`src/rtl/track_segment_arbiter.sv`:
```
// Round-robin owner of one shared track segment: lines the route switch for the
// granted train, waits for the switches to settle, and holds other trains until clearance.
module track_segment_arbiter #(
    parameter int SETTLE_CYCLES  = 4,
    parameter int CLEAR_CYCLES   = 8,
    parameter int TIMEOUT_CYCLES = 1024
) (
    input  logic       Clock,
    input  logic       RESET,
    input  logic [3:0] APPROACH,
    input  logic [3:0] EXIT,
    input  logic       FAULT_CLR,
    output logic [1:0] SW,
    output logic [7:0] D,
    output logic       BUSY,
    output logic       FAULT,
    output logic [2:0] dbg_state
);

    typedef enum logic [2:0] {
        S_IDLE     = 3'd0,
        S_ROUTE    = 3'd1,
        S_OCCUPIED = 3'd2,
        S_CLEAR    = 3'd3,
        S_FAULT    = 3'd4
    } state_t;

    localparam logic [7:0]  SETTLE_LD = 8'(SETTLE_CYCLES);
    localparam logic [7:0]  CLEAR_LD  = 8'(CLEAR_CYCLES);
    localparam logic [15:0] TMO_LAST  = 16'(TIMEOUT_CYCLES - 1);

    state_t      state, state_n;
    logic [1:0]  rr, rr_n;
    logic [1:0]  g, g_n;
    logic [7:0]  settle_cnt, settle_n;
    logic [7:0]  clear_cnt, clear_n;
    logic [15:0] tmo_cnt, tmo_n;
    logic        pick_valid;
    logic [1:0]  pick_idx;
    logic [1:0]  scan_idx;
    logic [7:0]  d_n;

    assign dbg_state = state;

    // Scan from the farthest offset back to the pointer so the nearest requester wins.
    always_comb begin
        pick_valid = 1'b0;
        pick_idx   = rr;
        scan_idx   = rr;
        for (int k = 3; k >= 0; k--) begin
            scan_idx = rr + 2'(k);
            if (APPROACH[scan_idx]) begin
                pick_valid = 1'b1;
                pick_idx   = scan_idx;
            end
        end
    end

    always_comb begin
        state_n  = state;
        rr_n     = rr;
        g_n      = g;
        settle_n = settle_cnt;
        clear_n  = clear_cnt;
        tmo_n    = tmo_cnt;
        case (state)
            S_IDLE: begin
                if (pick_valid) begin
                    g_n      = pick_idx;
                    settle_n = SETTLE_LD;
                    state_n  = S_ROUTE;
                end
            end
            S_ROUTE: begin
                if (!APPROACH[g]) begin
                    state_n = S_IDLE;
                end else if (settle_cnt == 8'd1) begin
                    state_n = S_OCCUPIED;
                    tmo_n   = 16'd0;
                    rr_n    = g + 2'd1;
                end else begin
                    settle_n = settle_cnt - 8'd1;
                end
            end
            S_OCCUPIED: begin
                // An exit on the timeout cycle still counts as a clean exit.
                if (EXIT[g]) begin
                    state_n = S_CLEAR;
                    clear_n = CLEAR_LD;
                end else if (tmo_cnt == TMO_LAST) begin
                    state_n = S_FAULT;
                end else begin
                    tmo_n = tmo_cnt + 16'd1;
                end
            end
            S_CLEAR: begin
                if (clear_cnt == 8'd1) begin
                    state_n = S_IDLE;
                end else begin
                    clear_n = clear_cnt - 8'd1;
                end
            end
            S_FAULT: begin
                if (FAULT_CLR) begin
                    state_n = S_CLEAR;
                    clear_n = CLEAR_LD;
                end
            end
            default: state_n = S_IDLE;
        endcase
    end

    // Drive commands follow the state being entered so GO appears on the settle-expiry edge.
    always_comb begin
        d_n = 8'h55;
        for (int i = 0; i < 4; i++) begin
            if ((APPROACH[i] && !(g_n == 2'(i) && state_n == S_OCCUPIED)) ||
                (g_n == 2'(i) && state_n == S_FAULT)) begin
                d_n[2*i +: 2] = 2'b00;
            end
        end
    end

    always_ff @(posedge Clock or negedge RESET) begin
        if (!RESET) begin
            state      <= S_IDLE;
            rr         <= 2'd0;
            g          <= 2'd0;
            settle_cnt <= 8'd0;
            clear_cnt  <= 8'd0;
            tmo_cnt    <= 16'd0;
            SW         <= 2'b00;
            D          <= 8'h55;
            BUSY       <= 1'b0;
            FAULT      <= 1'b0;
        end else begin
            state      <= state_n;
            rr         <= rr_n;
            g          <= g_n;
            settle_cnt <= settle_n;
            clear_cnt  <= clear_n;
            tmo_cnt    <= tmo_n;
            if (state == S_IDLE && pick_valid) begin
                SW <= pick_idx;
            end
            D     <= d_n;
            BUSY  <= (state_n != S_IDLE);
            FAULT <= (state_n == S_FAULT);
        end
    end

endmodule

```
`config.mk`:
```
export PLATFORM = sky130hd
export DESIGN_NAME = track_segment_arbiter
export DESIGN_NICKNAME = d
export VERILOG_FILES = /design/src/rtl/track_segment_arbiter.sv
export SDC_FILE = /design/constraint.sdc
export NUM_CORES = 1
export LEC_CHECK = 0
export ABC_AREA = 1
export CORE_ASPECT_RATIO = 0.9
export CORE_MARGIN = 10
export CORE_UTILIZATION = 25
export DETAILED_ROUTE_END_ITERATION = 10
export SLEW_MARGIN = 20
export SYNTH_ARGS = -nofsm -noshare
export SYNTH_HDL_FRONTEND = slang
export SYNTH_SLANG_ARGS = --single-unit
```
`constraint.sdc`:
```
create_clock -name Clock -period 2.2 [get_ports Clock]
set_input_delay 0.33 -clock Clock [delete_from_list [all_inputs] [get_ports Clock]]
set_output_delay 0.33 -clock Clock [all_outputs]
set_load 0.03 [all_outputs]
```
## Word level (Yosys, flattened, before mapping)

Index checks and enable logic that the tools add are counted.

- $lt $le $gt $ge: 5
- Muxes and demuxes: 47
- Add/subtract/negate cells: 7
- Reductions and logical operators: 31
- Equal/unequal tests: 21

Operator list:

| cell | number |
|---|---|
| two-way mux 16 bit | 4 |
| two-way mux 8 bit | 6 |
| one-hot mux 16 bit (2 select lines) | 1 |
| one-hot mux 8 bit (3 select lines) | 1 |
| two-way mux 3 bit | 7 |
| != test 2 bit, second input constant | 9 |
| adder 16 x 1 -> 16 bit, second input constant | 1 |
| == test 16 x 10 -> 1 bit, second input constant | 1 |
| == test 8 x 1 -> 1 bit, second input constant | 2 |
| one-hot mux 8 bit (2 select lines) | 1 |
| subtractor 8 x 1 -> 8 bit, second input constant | 2 |
| less-than comparator 2 x 3 -> 1 bit, second input constant | 5 |
| one-hot mux 3 bit (5 select lines) | 1 |
| two-way mux 1 bit | 14 |
| logical AND 1 bit | 13 |
| binary-select mux 1 bit (select 2 bit) | 6 |
| two-way mux 2 bit | 6 |
| == test 3 x 2 -> 1 bit, second input constant | 3 |
| AND reduction 4 bit | 2 |
| == test 3 bit, second input constant | 2 |
| nonzero test 3 bit | 2 |
| AND reduction 5 bit | 1 |
| adder 2 x 1 -> 2 bit, second input constant | 2 |
| adder 2 bit, second input constant | 2 |
| other kinds (9) | 17 |

- Output and inout bits: 15
- Logic and storage cells: 121
- Register bits after elaboration: 51

## Longest topological paths before layout

Gate-level depths: netlist (run 1).

- Depth after elaboration: 15
- Mapped depth: 16
- Depth with buffers taken out: 15

## Worst setup path after synthesis (run 1)

Ideal clock, no wire load.

- Path kind: register to register
- Start: register state[0] (netlist: dbg_state[0])
- End: register tmo_cnt[13]
- Stages on the path, launching flop included: 12
- Clock period less this slack: 1823 ps
- Arrival time: 1688 ps
- Slack: 377 ps
- Cell sequence: dfrtp_1 > inv_1 > nor3_2 > inv_2 > nand2_1 > o21a_1 > nand2_1 > nor2_4 > inv_2 > buf_6 > nand2_1 > o31ai_4

- Longest elaborated chain between the ends: 3

RTL lines:

| item | RTL line | text |
|---|---|---|
| from (decl) | 32 | `state_t state, state_n;` |
| from (signal assigned) | 137 | `state <= state_n;` |
| == test 3 x 2 -> 1 bit or == test 3 x 1 -> 1 bit (tied branches) | 66 | `case (state)` |
| != test 2 bit (no line) or nonzero test 2 bit (tied branches) | -- |  |
| AND reduction 5 bit (no line) | -- |  |
| to (signal assigned) | 142 | `tmo_cnt <= tmo_n;` |
| to (decl) | 37 | `logic [15:0] tmo_cnt, tmo_n;` |

Parallel ways exist; a longest one is shown, timed or not.
A chain may end at the register's enable or synchronous reset.

## Final worst setup path (run 1)

- Start: register tmo_cnt[0]
- End: register D[4]

- Longest elaborated chain between the ends: 10

RTL lines:

| item | RTL line | text |
|---|---|---|
| == test 16 x 10 -> 1 bit * | 90 | `end else if (tmo_cnt == TMO_LAST) begin` |
| two-way mux 3 bit * | 90 |  |
| two-way mux 3 bit * | 87 | `if (EXIT[g]) begin` |
| one-hot mux 3 bit (5 select lines) * | 66 |  |
| via state_n[2] | 32 |  |
| == test 3 x 2 -> 1 bit | 117 | `if ((APPROACH[i] && !(g_n == 2'(i) && state_n == S_OCCUPIED)) \|\|` |
| logical AND 1 bit | 117 |  |
| logical NOT 1 bit | 117 |  |
| logical AND 1 bit | 117 |  |
| logical OR 1 bit * | 117 |  |
| two-way mux 1 bit * | 117 |  |
| via d_n[4] | 41 | `logic [7:0] d_n;` |
| to (signal assigned) | 146 | `D <= d_n;` |
| to (decl) | 14 | `output logic [7:0] D,` |

Mark *: on every way through the listed nets, which the timed path passes. The rest lies on a longest branch.

==> flow_summary.ini, run 1 <==
[worst_setup_path]
crit_chain = ha_1 > nand2_1 > inv_1 > nand2_1 > nor2_2 > nand2_1 > o21ai_1 > o21ai_1 > nor2_2 > inv_1 > nor2_1 > a21oi_1
worstPathArrival_ps = 2200
cpMaxStageDelayCell = dfrtp_2
crit_start = tmo_cnt[0]
crit-reg2reg-launch = tmo_cnt[0]
crit_path_max_incr_delay_ps = 410
r2r_cells = 12
reg2reg_to = D[4]
cp_max_fo = 6
end_kind = register
start_kind = register
path_common_cell = nand2_1
crit_type = register to register
cp-endpoint = D[4]
crit_required_ps = 2400
reg2reg_setup_slack_ps = 200

[floorplanning]
rows = 37
die_h_um = 124
dieWidth_um = 135
initial_utilization_pct = 25.8
core_um2 = 11600
ios = 26
dieArea_um2 = 16700

[synthesis]
synth.largest_area_cell = dfrtp_1
synth-seq-area-share_pct = 39.6
synthTopCellsByCount = nand2_1, inv_1, dfrtp_1
ys_top_cells_by_area = dfrtp_1, nand2_1, inv_1, nand3_1, nor2_1
synth_ff_type = dfrtp_1
yosys_warnings = 0
ys_types = 38
ys_ff_latch = 47
syn_inst = 407
synth_edf_count = 0
synth_top_cell_area_share_pct = 36.1
synth.avg_cell_area_um2 = 7.33
netlist_area_um2 = 2980
synthArstFlopShare_pct = 100
yosysMostFrequentCell = nand2_1

[final_layout]
antenna_cells = 0
final.fill_count = 1251
layout-drive-gt1-share_pct = 11.5
syn2layout_area_growth_pct = 18.3
multi_input_area_um2 = 1510
final_nets = 451
final-seq-area_um2 = 1180

[sta]
tns_ps = 0
rsz0062_at_grt = false
timing.fmax_mhz = 500
fin_crit_sh_pct = 90.9
finClkSkew_ps = 7.36
holdWs_ps = 498
setup_viol = 0
fin_crit_ps = 2000
finalHoldViolCount = 0
layout_setup_ws_ps = 201
slew_viol_final = 0

[clocking]
cts-htree-levels = 2
numClockSinks = 47
cts_buffers = 5
post-cts-setup-buffers = 0
clockBufferDepth = 2
insertion_delay_ps = 290
clkTransAtPathRegs_ps = 70
cts_tree = done
clockRootBuffer = clkbuf_16

[grt]
antenna_found_initial = 0
grt-ovfl-total = 0
grt_pass1_vias = 2565
grt_pass1_wl_mm = 11.9
grt_max_degree = 19
grt_usage_pct = 8.47

[route]
avgRoutedWirePerCell_um = 11.8
dr_wl_met3_um = 250
wl_mm = 6.96
drt_iter0_markers = 163
ant_nets = 0
vias = 2630
vias_per_cell = 4.44
drc_errors = 0
drt_pass1_iterations = 4
top_layer_used = met4
wl_met1_mm = 3.33
met2WireLength_mm = 3.34

[placed_design]
io_buffer_count = 21
gp_congestion = 0.882
dp_hpwl_mm = 5.40
dpl_worst_slack_ps = 9.90

[pwr]
vdd_drop_max_uv = 333
p_per_area_nw_per_um2 = 502
leakagePower_nw = 1.67
fin_total_pwr_mw = 1.77

[outcome]
status = finished, final reports clean

[worst_hold_path]
hp-class = primary input to async pin

[flow_run]
maxCapViolCount = 0
==> worst min-delay path by stage <==
stage | startpoint | endpoint | slack, ps | cells after the start
2_1_floorplan | RESET | BUSY | 30 | 0
3_3_place_gp | RESET | tmo_cnt[14] | 270 | 1
3_5_place_dp | RESET | tmo_cnt[14] | 280 | 1
4_1_cts | settle_cnt[7] | settle_cnt[7] | 500 | 2
5_1_grt | settle_cnt[7] | settle_cnt[7] | 520 | 2
6_report | RESET | tmo_cnt[14] | 500 | 2
==> cell type report <==
cell class | count | area share [%]
clock inverters | 1 | 0.248
flip-flops and latches | 47 | 33.5
multi-input cells | 293 | 42.8
inverters | 60 | 6.45
repair buffers | 28 | 7.38
well taps | 156 | 5.53
clock buffers | 7 | 4.04
==> power by group <==
group / internal (mW) / total (mW) / switching, mW
Sequential: 0.872 / 0.875 / 0.00254
Combinational: 0.0390 / 0.108 / 0.0693
Clock: 0.455 / 0.789 / 0.334
==> worst max-delay path, delay by kind of cell (launching register included) <==
| family | cells | cell delay, ps |
|---|---|---|
| buffers and inverters | 2 | 220 |
| AOI/OAI and AO/OA | 3 | 260 |
| DFF | 1 | 410 |
| adders and majority gates | 1 | 230 |
| and+or+nand+nor | 6 | 790 |
==> metal layers <==
layer | vias up | GRT usage (%)
met5 | - | 0
met4 | 0 | 1.28
met3 | 7 | 2.38
met2 | 36 | 14.1
met1 | 1223 | 11.0
li1 | 1364 | -
==> cells by family (layout without fill, tap and decap cells) <==
group,Yosys count,after routing,share of synthesized area [%]
flops,47,47,39.6
other cells,1,4,0.126
compound gates,47,47,9.77
fa+ha+maj,5,5,2.10
simple gates,224,224,34.3
buf+inv,70,96,10.3
xor+xnor,13,13,3.82
==> cells in the final DEF (no fill, tap or decap), drive strengths merged <==
cell           instances
clkbuf                 7
xor2                  11
ha                     5
dfrtp                 43
nand2                112
nor3                  13
and3                   1
o32ai                  1
xnor2                  2
clkdlybuf4s50         20
conb                   4
clkinv                 1
o22ai                  1
nor4                   3
nand4                 10
o21a                   1
a21oi                 13
a31oi                  1
buf                    7
dlygate4sd3            1
inv                   60
nor2                  46
or2                    3
o31ai                 12
dfstp                  4
nand3                 36
o21ai                 18
==> stage by stage <==
stage / util [%] / cell area, um2 / instances
floorplan: - / 2990 / 410
global placement: 29.0 / 3360 / 583
detailed placement: 29.0 / 3360 / 583
CTS: 30.4 / 3520 / 592
global route: 30.5 / 3530 / 592
finish: 30.5 / 3530 / 592
==> timing repair <==
item | in CTS | in global routing
endpoints found under the hold margin | 15 | 0
hold buffers | 1 | 0
resized for setup | 0 | 2
setup endpoints to repair | 0 | 4
==> flip-flops by register name, indices dropped and copies added (netlist names) <==
signal,flops
BUSY,1
D,4
FAULT,1
SW,2
clear_cnt,8
dbg_state,3
g,2
rr,2
settle_cnt,8
tmo_cnt,16
No activity file was read; power rests on OpenSTA's default activity.
==> run 2, diff against run 1 <==
CORE_UTILIZATION = 50   (was 25)
PLACE_DENSITY = 0.71   (was unset)
TNS_END_PERCENT = 5   (was unset)
==> run 2 against run 1 <==
  * Wire length is 6.1% lower
  * Clock power is 27% lower
  * First-iteration DRC count is 7.4% higher
  * Final area is 4.4% lower
  * Critical endpoint is now tmo_cnt[10]
  * Largest cell class unchanged
==> flow_summary.ini, run 2 (same netlist as run 1, synthesis figures left out) <==
[outcome]
status = finished, final reports clean

[route]
wl_mm = 6.54
drt_pass1_iterations = 5
drc_errors = 0
ant_nets = 0
vias = 2663
drt_iter0_markers = 175
vias_per_cell = 5.24
avgRoutedWirePerCell_um = 12.9

[sta]
rsz0062_at_grt = false
fin_crit_sh_pct = 90.1
tns_ps = 0
fin_crit_ps = 1980
timing.fmax_mhz = 505
holdWs_ps = 96.3
relSlewSlack_pct = 60.5
setup_viol = 0
slew_viol_final = 0
finClkSkew_ps = 1.74
finalHoldViolCount = 0
layout_setup_ws_ps = 219
max_slew.worst_pin.slew_ps = 593

[worst_setup_path]
crit_type = register to register
crit-reg2reg-launch = settle_cnt[1]
start_kind = register
cp_max_fo = 18
reg2reg_setup_slack_ps = 220
end_kind = register
crit_start = settle_cnt[1]
crit_required_ps = 2420
worstPathArrival_ps = 2210

[pwr]
internal-power_mw = 1.17
p_per_area_nw_per_um2 = 461
p_sw_uw = 389
leakagePower_nw = 1.65
p_comb_share_pct = 6.7
vdd_drop_max_uv = 345
pwr-share-seq_pct = 56.2
clkPwrFrac_pct = 37.1
netSwitchingFraction_pct = 25.0

[final_layout]
fin_area_um2 = 3370
largest_register_ffs = 16
final_cell_mix = nand2_1, inv_1, dfrtp_1, nor2_1, nand3_1
layout-drive-gt1-share_pct = 12.1
final_nets = 453
layout.cells.non_filler = 508
top_register = tmo_cnt
syn2layout_area_growth_pct = 13.1
reg_top3 = tmo_cnt: 16 flops, clear_cnt: 8 flops, settle_cnt: 8 flops
antenna_cells = 0
final_common_cell = nand2_1

[floorplanning]
die_h_um = 93.3
dieWidth_um = 101
dieArea_um2 = 9460
ios = 26
rows = 26
initial_utilization_pct = 52.1
core_um2 = 5730

[grt]
grt-ovfl-total = 0
grt_pass1_wl_mm = 11.3
grt_pass1_vias = 2430
grt_max_degree = 48
grt_usage_pct = 14.4
antenna_found_initial = 0

[placed_design]
gp_congestion = 0.877
detailed_place.area_um2 = 3250
dp.cells = 497
dp_hpwl_mm = 4.93
io_buffer_count = 21
dpl_worst_slack_ps = 1.76

[clocking]
clkTransAtPathRegs_ps = 90
cts-htree-levels = 2
cts_buffers = 5
insertion_delay_ps = 320
clockRootBuffer = clkbuf_8
cts_tree = done
numClockSinks = 47
clockBufferDepth = 2

[worst_hold_path]
hp-class = primary input to async pin

[flow_run]
maxCapViolCount = 0
## run 2: worst max-delay path: stages, from the launching register on
cell and delay, ps:
dfrtp_1 390, inv_1 90, ha_1 150, nand3_1 70
nor3_1 320, o21a_1 160, nand2_1 80, nor2_4 170
inv_2 170, o31ai_1 280
## run 2: cell type report
cell class                      instances  area (um2)
Timing Repair Buffer                   30         273
Fill cell                             542        2350
Clock inverter                          1        8.76
Inverter                               60         228
Tap cell                               70        87.6
Clock buffer                            7        86.3
Sequential cell                        47        1180
Multi-Input combinational cell        293        1510
## run 2: timing repair
item | in CTS | in global routing
setup buffers | 0 | 3
hold buffers | 0 | 0
gates resized for setup | 0 | 2
setup endpoints to repair | 0 | 5
## run 2: power groups by stage
stage | Sequential (mW) | Combinational [mW] | Clock (mW)
floorplan | 0.899 | 0.0480 | 0
global placement | 0.891 | 0.105 | 0
detailed placement | 0.891 | 0.106 | 0
CTS | 0.874 | 0.106 | 0.596
global route | 0.875 | 0.117 | 0.623
finish | 0.874 | 0.105 | 0.576
## run 2: final timing paths
| path | cells past startpoint | end |
|---|---|---|
| hold / removal | 2 | clear_cnt[4] |
| max in group asynchronous | 2 | tmo_cnt[0] |
| min in group Clock | 1 | tmo_cnt[0] |
| hold reg to reg | 1 | tmo_cnt[0] |
| setup / recovery | 9 | tmo_cnt[10] |
| setup reg to reg | 9 | tmo_cnt[10] |
## run 2: per-layer routing
metal	track usage [%]	vias to the layer above	wire [um]
met5	0	-	0
met1	19.7	1214	3230
li1	-	1362	-
met3	3.09	10	382
met4	5.22	0	99
met2	21.8	77	2830
## run 2: metrics by stage
step	util (%)	power (mW)
after floorplan	-	0.947
after detailed placement	56.8	0.997
after global routing	58.9	1.62
after CTS	58.5	1.58
final	58.9	1.56
after global placement	56.8	0.996
==> run 3, diff against run 2 <==
SKIP_LAST_GASP = 1   (was unset)
==> results of run 3 <==
No change in the layout: final DEF, timing and power equal those of run 2.
